--- src/rtl/irq_seq_pkg.sv ---
// rtl/irq_seq_pkg.sv - shared constants, state types and priority helper for the IRQ service sequencer
package irq_seq_pkg;

    localparam int APB_AW  = 32;
    localparam int APB_DW  = 32;
    localparam int NUM_IRQ = 4;
    localparam int ID_W    = 2;
    localparam int TIMEOUT = 16;
    localparam int HOLDOFF = 2;

    localparam logic [APB_AW-1:0] PEND_ADDR = 32'd1;
    localparam logic [APB_AW-1:0] CLR_ADDR  = 32'd8;
    localparam logic [APB_AW-1:0] CFG_ADDR  = 32'd9;
    localparam logic [APB_DW-1:0] CFG_VALUE = 32'd2;

    typedef enum logic [3:0] {
        ST_BOOT_SETUP,
        ST_BOOT_ACCESS,
        ST_WAIT_IRQ,
        ST_RD_SETUP,
        ST_RD_ACCESS,
        ST_DISPATCH,
        ST_CLR_SETUP,
        ST_CLR_ACCESS,
        ST_HOLDOFF
    } state_t;

    typedef enum logic [1:0] {
        PH_IDLE,
        PH_SETUP,
        PH_ACCESS
    } phase_t;

    // Index 0 is the highest priority, so the lowest set bit wins.
    function automatic logic [ID_W-1:0] lowest_set(input logic [NUM_IRQ-1:0] bitmap);
        lowest_set = '0;
        for (int i = NUM_IRQ - 1; i >= 0; i--) begin
            if (bitmap[i]) lowest_set = i[ID_W-1:0];
        end
    endfunction

endpackage

--- src/rtl/irq_seq_apb_engine.sv ---
// rtl/irq_seq_apb_engine.sv - single-transfer APB master with access timeout and error detection
module irq_seq_apb_engine
    import irq_seq_pkg::*;
(
    input  logic              clk,
    input  logic              rst_n,
    input  logic              req,
    input  logic              we,
    input  logic [APB_AW-1:0] addr,
    input  logic [APB_DW-1:0] wdata,
    output logic              done,
    output logic [APB_DW-1:0] rdata,
    output logic              err_evt,
    output logic              err,
    output logic [APB_AW-1:0] paddr,
    output logic              psel,
    output logic              penable,
    output logic              pwrite,
    output logic [APB_DW-1:0] pwdata,
    input  logic [APB_DW-1:0] prdata,
    input  logic              pready,
    input  logic              pslverr
);

    localparam logic [4:0] TO_LAST = 5'(TIMEOUT - 1);

    phase_t     phase;
    logic [4:0] tcnt;
    logic       in_access;
    logic       timeout;

    assign in_access = (phase == PH_ACCESS);
    assign timeout   = in_access && !pready && (tcnt == TO_LAST);
    assign done      = in_access && pready && !pslverr;
    assign err_evt   = (in_access && pready && pslverr) || timeout;
    assign psel      = (phase != PH_IDLE);
    assign penable   = in_access;
    assign rdata     = prdata;

    always_ff @(posedge clk or negedge rst_n) begin
        if (!rst_n) begin
            phase  <= PH_IDLE;
            tcnt   <= '0;
            paddr  <= '0;
            pwdata <= '0;
            pwrite <= 1'b0;
            err    <= 1'b0;
        end else begin
            err <= err_evt;
            case (phase)
                PH_IDLE: begin
                    if (req) begin
                        phase  <= PH_SETUP;
                        paddr  <= addr;
                        pwdata <= wdata;
                        pwrite <= we;
                    end
                end
                PH_SETUP: begin
                    phase <= PH_ACCESS;
                    tcnt  <= '0;
                end
                PH_ACCESS: begin
                    if (pready || timeout) phase <= PH_IDLE;
                    else                   tcnt  <= tcnt + 5'd1;
                end
                default: phase <= PH_IDLE;
            endcase
        end
    end

endmodule

--- src/rtl/irq_service_sequencer.sv ---
// rtl/irq_service_sequencer.sv - boots the interrupt controller, then reads, dispatches and clears interrupts
module irq_service_sequencer
    import irq_seq_pkg::*;
(
    input  logic              pclk_i,
    input  logic              rst_n_i,
    output logic [APB_AW-1:0] paddr_o,
    output logic              psel_o,
    output logic              penable_o,
    output logic              pwrite_o,
    output logic [APB_DW-1:0] pwdata_o,
    input  logic [APB_DW-1:0] prdata_i,
    input  logic              pready_i,
    input  logic              pslverr_i,
    input  logic              irq_i,
    output logic              svc_valid_o,
    output logic [ID_W-1:0]   svc_id_o,
    input  logic              svc_ready_i,
    output logic              busy_o,
    output logic              err_o,
    output logic [7:0]        spurious_cnt_o
);

    localparam logic [1:0] HOLD_LAST = 2'(HOLDOFF - 1);

    state_t             state, state_next;
    logic               req, we, done, err_evt;
    logic [APB_AW-1:0]  addr;
    logic [APB_DW-1:0]  wdata, rdata;
    logic [NUM_IRQ-1:0] bitmap;
    logic [1:0]         hcnt;

    assign bitmap      = rdata[NUM_IRQ-1:0];
    assign svc_valid_o = (state == ST_DISPATCH);
    assign busy_o      = (state != ST_WAIT_IRQ);

    irq_seq_apb_engine u_apb (
        .clk     (pclk_i),
        .rst_n   (rst_n_i),
        .req     (req),
        .we      (we),
        .addr    (addr),
        .wdata   (wdata),
        .done    (done),
        .rdata   (rdata),
        .err_evt (err_evt),
        .err     (err_o),
        .paddr   (paddr_o),
        .psel    (psel_o),
        .penable (penable_o),
        .pwrite  (pwrite_o),
        .pwdata  (pwdata_o),
        .prdata  (prdata_i),
        .pready  (pready_i),
        .pslverr (pslverr_i)
    );

    // *_SETUP states issue the request; the engine drives the APB SETUP phase on the following cycle.
    always_comb begin
        state_next = state;
        req        = 1'b0;
        we         = 1'b0;
        addr       = '0;
        wdata      = '0;
        case (state)
            ST_BOOT_SETUP: begin
                req        = 1'b1;
                we         = 1'b1;
                addr       = CFG_ADDR;
                wdata      = CFG_VALUE;
                state_next = ST_BOOT_ACCESS;
            end
            ST_BOOT_ACCESS: begin
                if (done)         state_next = ST_WAIT_IRQ;
                else if (err_evt) state_next = ST_BOOT_SETUP;
            end
            ST_WAIT_IRQ: begin
                if (irq_i) state_next = ST_RD_SETUP;
            end
            ST_RD_SETUP: begin
                req        = 1'b1;
                addr       = PEND_ADDR;
                state_next = ST_RD_ACCESS;
            end
            ST_RD_ACCESS: begin
                if (done)         state_next = (bitmap == '0) ? ST_HOLDOFF : ST_DISPATCH;
                else if (err_evt) state_next = ST_HOLDOFF;
            end
            ST_DISPATCH: begin
                if (svc_ready_i) state_next = ST_CLR_SETUP;
            end
            ST_CLR_SETUP: begin
                req        = 1'b1;
                we         = 1'b1;
                addr       = CLR_ADDR;
                wdata      = 32'd1 << svc_id_o;
                state_next = ST_CLR_ACCESS;
            end
            ST_CLR_ACCESS: begin
                if (done || err_evt) state_next = ST_HOLDOFF;
            end
            ST_HOLDOFF: begin
                if (hcnt == HOLD_LAST) state_next = ST_WAIT_IRQ;
            end
            default: state_next = ST_BOOT_SETUP;
        endcase
    end

    always_ff @(posedge pclk_i or negedge rst_n_i) begin
        if (!rst_n_i) begin
            state          <= ST_BOOT_SETUP;
            svc_id_o       <= '0;
            spurious_cnt_o <= '0;
            hcnt           <= '0;
        end else begin
            state <= state_next;
            hcnt  <= (state == ST_HOLDOFF) ? hcnt + 2'd1 : 2'd0;
            if (state == ST_RD_ACCESS && done) begin
                if (bitmap != '0)                 svc_id_o       <= lowest_set(bitmap);
                else if (spurious_cnt_o != 8'hFF) spurious_cnt_o <= spurious_cnt_o + 8'd1;
            end
        end
    end

endmodule

--- config.mk ---
export PLATFORM = sky130hd
export DESIGN_NAME = irq_service_sequencer
export DESIGN_NICKNAME = d
export VERILOG_FILES = /design/src/rtl/irq_seq_pkg.sv /design/src/rtl/irq_seq_apb_engine.sv /design/src/rtl/irq_service_sequencer.sv
export SDC_FILE = /design/constraint.sdc
export NUM_CORES = 1
export LEC_CHECK = 0
export BUFFER_PORTS_ARGS = -buffer_cell sky130_fd_sc_hd__buf_2
export CAP_MARGIN = 30
export CORE_MARGIN = 5
export CORE_UTILIZATION = 49
export DETAILED_ROUTE_END_ITERATION = 8
export HOLD_SLACK_MARGIN = 0.06
export PLACE_DENSITY = 0.86
export SLEW_MARGIN = 15
export SYNTH_ARGS = -nofsm -noshare
export SYNTH_HDL_FRONTEND = slang
export SYNTH_SLANG_ARGS = --single-unit
--- constraint.sdc ---
create_clock -name pclk_i -period 3.1 [get_ports pclk_i]
set_input_delay 0.31 -clock pclk_i [delete_from_list [all_inputs] [get_ports pclk_i]]
set_output_delay 0.31 -clock pclk_i [all_outputs]
set_load 0.05 [all_outputs]
==> results.sh, run 1 <==
export IMPL_area_delta_synth_final_pct=0.4524
export IMPL_ys_seq_area_share_pct=33.94
export IMPL_yosys_area_top_type="dfrtp_1"
export IMPL_hold_viol=0
export IMPL_drcViolationCount=0
export IMPL_crit_chain="inv_1, nor4_1, buf_2"
export IMPL_synth_distinct_cells=48
export IMPL_ys_top_cells_by_area="dfrtp_1, buf_4, a21oi_1"
export IMPL_mostFrequentLayoutCell="conb_1"
export IMPL_fmax_mhz=449.7
export IMPL_fillers=421
export IMPL_criticalPathCategory="reg -> out"
export IMPL_synth_edff_count=0
export IMPL_period_share_pct=71.73
export IMPL_clock_latency_ps=280
export IMPL_regArea_um2=750.7
export IMPL_cts_buffer_depth=2
export IMPL_max_stage_delay_ps=690
export IMPL_grt_max_degree=31
export IMPL_fin_util_pct=51.03
export IMPL_hold_ws_ps=50.27
export IMPL_h_tree_depth=2
export IMPL_cp_required_ps=2790
export IMPL_synth_seq_cells=30
export IMPL_relSlewSlack_pct=56.38
export IMPL_yosys_warnings=0
export IMPL_first_iter_violations=57
export IMPL_post_cts_setup_buffers=0
export IMPL_cp_slowest_cell="dfrtp_1"
export IMPL_start_kind="flop"
export IMPL_wl_per_cell_um=13.06
export IMPL_num_antenna_cells=0
export IMPL_grt_pass1_vias=1366
export IMPL_overflow=0
export IMPL_period_needed_ps=2224
export IMPL_cap_violations=0
export IMPL_critPathLaunch="state[0]"
export IMPL_cts_sinks=30
export IMPL_grt_pass1_wl_um=6375
export IMPL_root_buffer="clkbuf_8"
export IMPL_die_x_um=77.19
export IMPL_vias=1493
export IMPL_total_power_w=0.001782
export IMPL_cts_clk_slew_worst_paths_ps=70
export IMPL_final_cell_mix="conb_1, buf_2, dfrtp_1, a21oi_1, nor2_1"
export IMPL_ir_worst_vdd_mv=0.4531
export IMPL_ant_nets=0
export IMPL_synthFlopType="dfrtp_1"
export IMPL_async_flop_share_pct=100.0
export IMPL_netlist_area_mm2=0.002212
export IMPL_drive_above_1_share_pct=20.70
export IMPL_core_area_mm2=0.004354
export IMPL_crit_fanout=17
export IMPL_multi_input_area_mm2=0.001126
export IMPL_dp_hpwl_um=2993
export IMPL_maxSlewViolCount=0
export IMPL_finalSetupTns_ps=0
export IMPL_arrival_ps=1910
export IMPL_holdBufCountCts=0
export IMPL_reg2reg_setup_slack_ps=880
export IMPL_vias_per_cell=4.847
export IMPL_powerDensity_mw_per_mm2=802.0
export IMPL_firstDrtPassIters=4
export IMPL_grtUsageTotal_pct=13.27
export IMPL_drt_total_wl_um=4023
export IMPL_hold_path_class="in -> async"
export IMPL_synthCells=230
export IMPL_fin_skew_ps=8.295
export IMPL_avgSynthCellArea_um2=9.618
export IMPL_fin_cells=308
export IMPL_cts_buffers=5
export IMPL_antenna_found_initial=0
export IMPL_dieArea_mm2=0.005958
export IMPL_leakagePower_nw=1.136
export IMPL_rows=24
export IMPL_synth_top_area_share_pct=33.94
export IMPL_cts_tree="done"
export IMPL_dp_cells=300
export IMPL_gp_congestion=0.8101
export IMPL_setup_viol=0
export IMPL_worst_pin_slew_ps=654.3
export IMPL_cp_end_kind="output port"
export IMPL_status="complete, no violations"
export IMPL_rsz0062_at_grt="false"
export IMPL_start_util_pct=50.80
export IMPL_nNetsFinal=297
export IMPL_die_y_um=77.19
export IMPL_io_buffers=31
export IMPL_cts_resized=0
export IMPL_pin_count=118
export IMPL_reg2reg_from="u_apb.tcnt[0]"
## power breakdown
| group | switching (W) | internal [W] |
|---|---|---|
| registers | 0.000154 | 0.000467 |
| clock network | 0.000145 | 0.000179 |
| logic | 0.000604 | 0.000234 |
| total | 0.000903 | 0.000880 |
## critical path: cells and delay by family (launching register included)
kind	cells	cell delay, ps
buffers and inverters	2	580
and+or+nand+nor	1	370
DFF	1	690
## cell type report
class | instances | area share [%]
Multi-Input combinational cell | 178 | 50.68
Timing Repair Buffer | 31 | 6.982
Inverter | 9 | 1.520
Clock inverter | 1 | 0.2252
Clock buffer | 7 | 3.885
Tap cell | 52 | 2.928
Sequential cell | 30 | 33.78
## worst paths after layout
path                                endpoint  cells past startpoint
min in group pclk_i                u_apb.err                      3
setup reg to reg                    state[3]                      7
hold / removal             spurious_cnt_o[2]                      1
setup / recovery                 svc_valid_o                      3
hold reg to reg                      hcnt[0]                      1
max in group asynchronous     u_apb.phase[0]                      1
## cells by family after synthesis
group | synth area share [%]
muxes | 4.468
and+or+nand+nor | 18.55
other | 0.1695
DFF | 33.94
AOI/OAI and AO/OA | 12.61
buffers and inverters | 24.83
xor gates and xnor gates | 3.168
adders and majority gates | 2.263
## per-layer routing
metal | GRT usage (%) | share of wire, % | vias up
met5 | 0 | 0 | -
met4 | 5.670 | 1.8 | 0
met3 | 4.333 | 7.8 | 5
met2 | 21.13 | 49 | 53
met1 | 16.33 | 42 | 695
li1 | - | - | 740
## state kept, by name (all words and copies together) (netlist names), 2 cells and up
register and count:
hcnt 2, spurious_cnt_o 8, state 4, svc_id_o 2, u_apb.paddr 2, u_apb.phase 2, u_apb.pwdata 4, u_apb.tcnt 5
## metrics by stage
stage               setup WS [ps]  cell area [um2]
finish                      876.2             2222
global route                726.0             2222
CTS                         850.9             2222
detailed placement          880.8             2131
global placement            908.2             2131
floorplan                   586.9             2426
## cells in the mapped netlist, drive strengths merged (2+ instances only)
master   number
or4b          3
and3          2
nor4          3
a21oi        15
o211ai        3
buf          67
mux2          7
ha            4
nor2         11
mux2i         2
dfrtp        30
nor3         13
inv           9
o21ai         5
xor2          7
nand3         6
nand4         2
a31oi         2
o2bb2ai       4
nand2         8
or2           2
clkbuf        3
o21bai        3
Note: power is estimated with default switching activity, not from simulation.
==> run 2: changes to the inputs <==
Settings changed: ABC_AREA set to 1, CORE_UTILIZATION 49 to 45, PLACE_DENSITY 0.86 to 0.81.
Clock period 3.1 ns to 2.1 ns, I/O delays scaled along.
==> run 2 against run 1 <==
  * Total power is 49% higher
  * First-iteration DRC count is 18% lower
  * Area after synthesis is 3.7% lower
  * Setup slack worse by 460 ps
  * Count of clock-buffer cells in the layout is 1 higher
  * Sequential cell count stayed put
  * Clock power is 66% higher
  * Final cell count is 22% higher
  * Global-route usage is 0.86 points lower
  * Non-clock buffer count is 1 higher
  * Critical path type is now reg -> reg
  * Sequential power is 29% higher
==> results.sh, run 2 <==
export IMPL_fin_util_pct=48.16
export IMPL_cts_resized=0
export IMPL_avgSynthCellArea_um2=7.529
export IMPL_yosys_warnings=0
export IMPL_reg2reg_from="u_apb.tcnt[0]"
export IMPL_pwr_share_clk_pct=20.2
export IMPL_cp_end_kind="flop"
export IMPL_vias=1643
export IMPL_final_cell_mix="nand2_1, conb_1, buf_2, dfrtp_1, inv_1"
export IMPL_async_flop_share_pct=100.0
export IMPL_worst_pin_slew_ps=662.6
export IMPL_grtUsageTotal_pct=12.40
export IMPL_dieArea_mm2=0.006211
export IMPL_fin_skew_ps=7.525
export IMPL_setup_viol=0
export IMPL_synth_simple_area_share_pct=30.30
export IMPL_drive_above_1_share_pct=19.94
export IMPL_first_iter_violations=47
export IMPL_reg2reg_setup_slack_ps=410
export IMPL_drcViolationCount=0
export IMPL_status="complete, no violations"
export IMPL_crit_fanout=5
export IMPL_synth_top_area_share_pct=35.23
export IMPL_rows=25
export IMPL_critPathTopFamily="simple AND/OR/NAND/NOR gates"
export IMPL_arrival_ps=1900
export IMPL_rsz0062_at_grt="false"
export IMPL_area_delta_synth_final_pct=5.343
export IMPL_dp_hpwl_um=2989
export IMPL_synth_compound_area_share_pct=4.169
export IMPL_rr_endpoint="state[1]"
export IMPL_firstDrtPassIters=4
export IMPL_core_area_mm2=0.004661
export IMPL_synth_distinct_cells=25
export IMPL_leakagePower_nw=1.308
export IMPL_min_to="u_apb.err"
export IMPL_power_frac_seq_pct=30.1
export IMPL_clock_latency_ps=270
export IMPL_num_antenna_cells=0
export IMPL_synth_edff_count=0
export IMPL_cap_violations=0
export IMPL_yosysMostFrequentCell="nand2_1"
export IMPL_powerDensity_mw_per_mm2=1184
export IMPL_crit_chain="ha_1, nand2_1, nor2_1, ha_1, o21ai_0, nand2_2, nand2_2, nand2_1, nand2_1"
export IMPL_worstHoldStart="pslverr_i"
export IMPL_synth_seq_cells=30
export IMPL_post_cts_setup_buffers=0
export IMPL_relSlewSlack_pct=55.83
export IMPL_cts_tree="done"
export IMPL_ant_nets=0
export IMPL_io_buffers=31
export IMPL_synthCells=283
export IMPL_ys_seq_area_share_pct=35.23
export IMPL_criticalPathCategory="reg -> reg"
export IMPL_wl_per_cell_um=9.941
export IMPL_drt_total_wl_um=3728
export IMPL_netlist_area_mm2=0.002131
export IMPL_synth_top_family_by_area="simple AND/OR/NAND/NOR gates"
export IMPL_die_y_um=78.81
export IMPL_h_tree_depth=2
export IMPL_grt_pass1_vias=1480
export IMPL_hold_ws_ps=184.6
export IMPL_fmax_mhz=592.6
export IMPL_root_buffer="clkbuf_8"
export IMPL_gp_congestion=0.8236
export IMPL_hold_viol=0
export IMPL_yosys_area_share_xor_xnor_pct=2.055
export IMPL_total_power_w=0.002658
export IMPL_muxShareOfSynthArea_pct=0
export IMPL_cp_common_cell="nand2_1"
export IMPL_holdBufCountCts=1
export IMPL_cts_clk_slew_worst_paths_ps=60
export IMPL_ys_top_cells_by_area="dfrtp_1, buf_4, nand2_1"
export IMPL_max_stage_delay_ps=410
export IMPL_ir_worst_vdd_mv=0.4832
export IMPL_nNetsFinal=362
export IMPL_pin_count=118
export IMPL_cp_required_ps=2310
export IMPL_maxSlewViolCount=0
export IMPL_grt_pass1_wl_um=6210
export IMPL_mostFrequentLayoutCell="nand2_1"
export IMPL_largest_register_ffs=8
export IMPL_whs_path_depth=3
export IMPL_r2r_cells=9
export IMPL_synthFlopType="dfrtp_1"
export IMPL_regMostFlops="spurious_cnt_o"
export IMPL_start_util_pct=45.72
export IMPL_comb_power_share_pct=49.7
export IMPL_synth_commonest_cells="nand2_1, buf_4, dfrtp_1, inv_1, nor2_1"
export IMPL_period_share_pct=80.36
export IMPL_start_kind="flop"
export IMPL_power_switching_w=0.001346
export IMPL_overflow=0
export IMPL_reg_top3="spurious_cnt_o x8, u_apb.tcnt x5"
export IMPL_period_needed_ps=1688
export IMPL_vias_per_cell=4.381
export IMPL_die_x_um=78.81
export IMPL_internal_power_w=0.001312
export IMPL_synthAdderAreaFrac_pct=2.349
export IMPL_grt_max_degree=31
export IMPL_yosys_area_top_type="dfrtp_1"
export IMPL_cts_sinks=30
export IMPL_cp_slowest_cell="dfrtp_1"
export IMPL_cts_buffers=5
export IMPL_antenna_found_initial=0
export IMPL_crit_buf_inv=0
export IMPL_finalSetupTns_ps=0
export IMPL_p_sw_share_pct=50.63
export IMPL_cts_buffer_depth=2
export IMPL_hold_path_class="in -> reg"
run 2: metal layers:
layer	global-route usage [%]	wire [um]	vias up
met2	21.05	1796	60
met5	0	0	-
met1	14.93	1586	747
met4	3.436	0	0
met3	4.308	344	0
li1	-	-	836
run 2: cell families after synthesis:
logic type	count (synthesis)
flops	30
buf+inv	87
simple gates	139
other cells	1
fa+ha+maj	4
xor+xnor	5
compound gates	17
run 2: power groups by stage:
| stage | Clock [W] | Sequential [W] | Combinational, W |
|---|---|---|---|
| finish | 0.000537 | 0.000800 | 0.00132 |
| global route | 0.000583 | 0.000815 | 0.00145 |
| CTS | 0.000556 | 0.000797 | 0.00133 |
| detailed placement | 0 | 0.000807 | 0.00133 |
| global placement | 0 | 0.000804 | 0.00131 |
| floorplan | 0 | 0.000949 | 0.00105 |
run 2: how the worst max path moves through the flow:
stage                      startpoint           endpoint  slack, ps  depth (start not counted)
finish                  u_apb.tcnt[0]           state[1]        410                          9
global route            u_apb.tcnt[0]           state[2]        290                          9
CTS                     u_apb.tcnt[0]           state[1]        420                          9
detailed placement      u_apb.tcnt[0]           state[1]        460                          9
global placement        u_apb.tcnt[0]           state[1]        480                          9
floorplan           spurious_cnt_o[1]  spurious_cnt_o[3]        450                          8
run 2: through the flow:
stage / instances / worst slack [ps] / cell area, um2
2_1_floorplan: 340 / 448.8 / 2345
3_3_place_gp: 366 / 477.8 / 2125
3_5_place_dp: 366 / 457.0 / 2125
4_1_cts: 375 / 419.1 / 2245
5_1_grt: 375 / 294.0 / 2245
6_report: 375 / 412.5 / 2245
run 2: area by class of cell:
type                            count  area, um2
Clock buffer                        8      110.1
Fill cell                         469       2416
Inverter                           28      105.1
Multi-Input combinational cell    223       1046
Sequential cell                    30      750.7
Tap cell                           54      67.56
Timing Repair Buffer               32      165.2
run 2: tightest hold or removal path, cell delays in order:
cell and delay [ps]:
buf_2 100, nand3_1 70, nand2_1 50
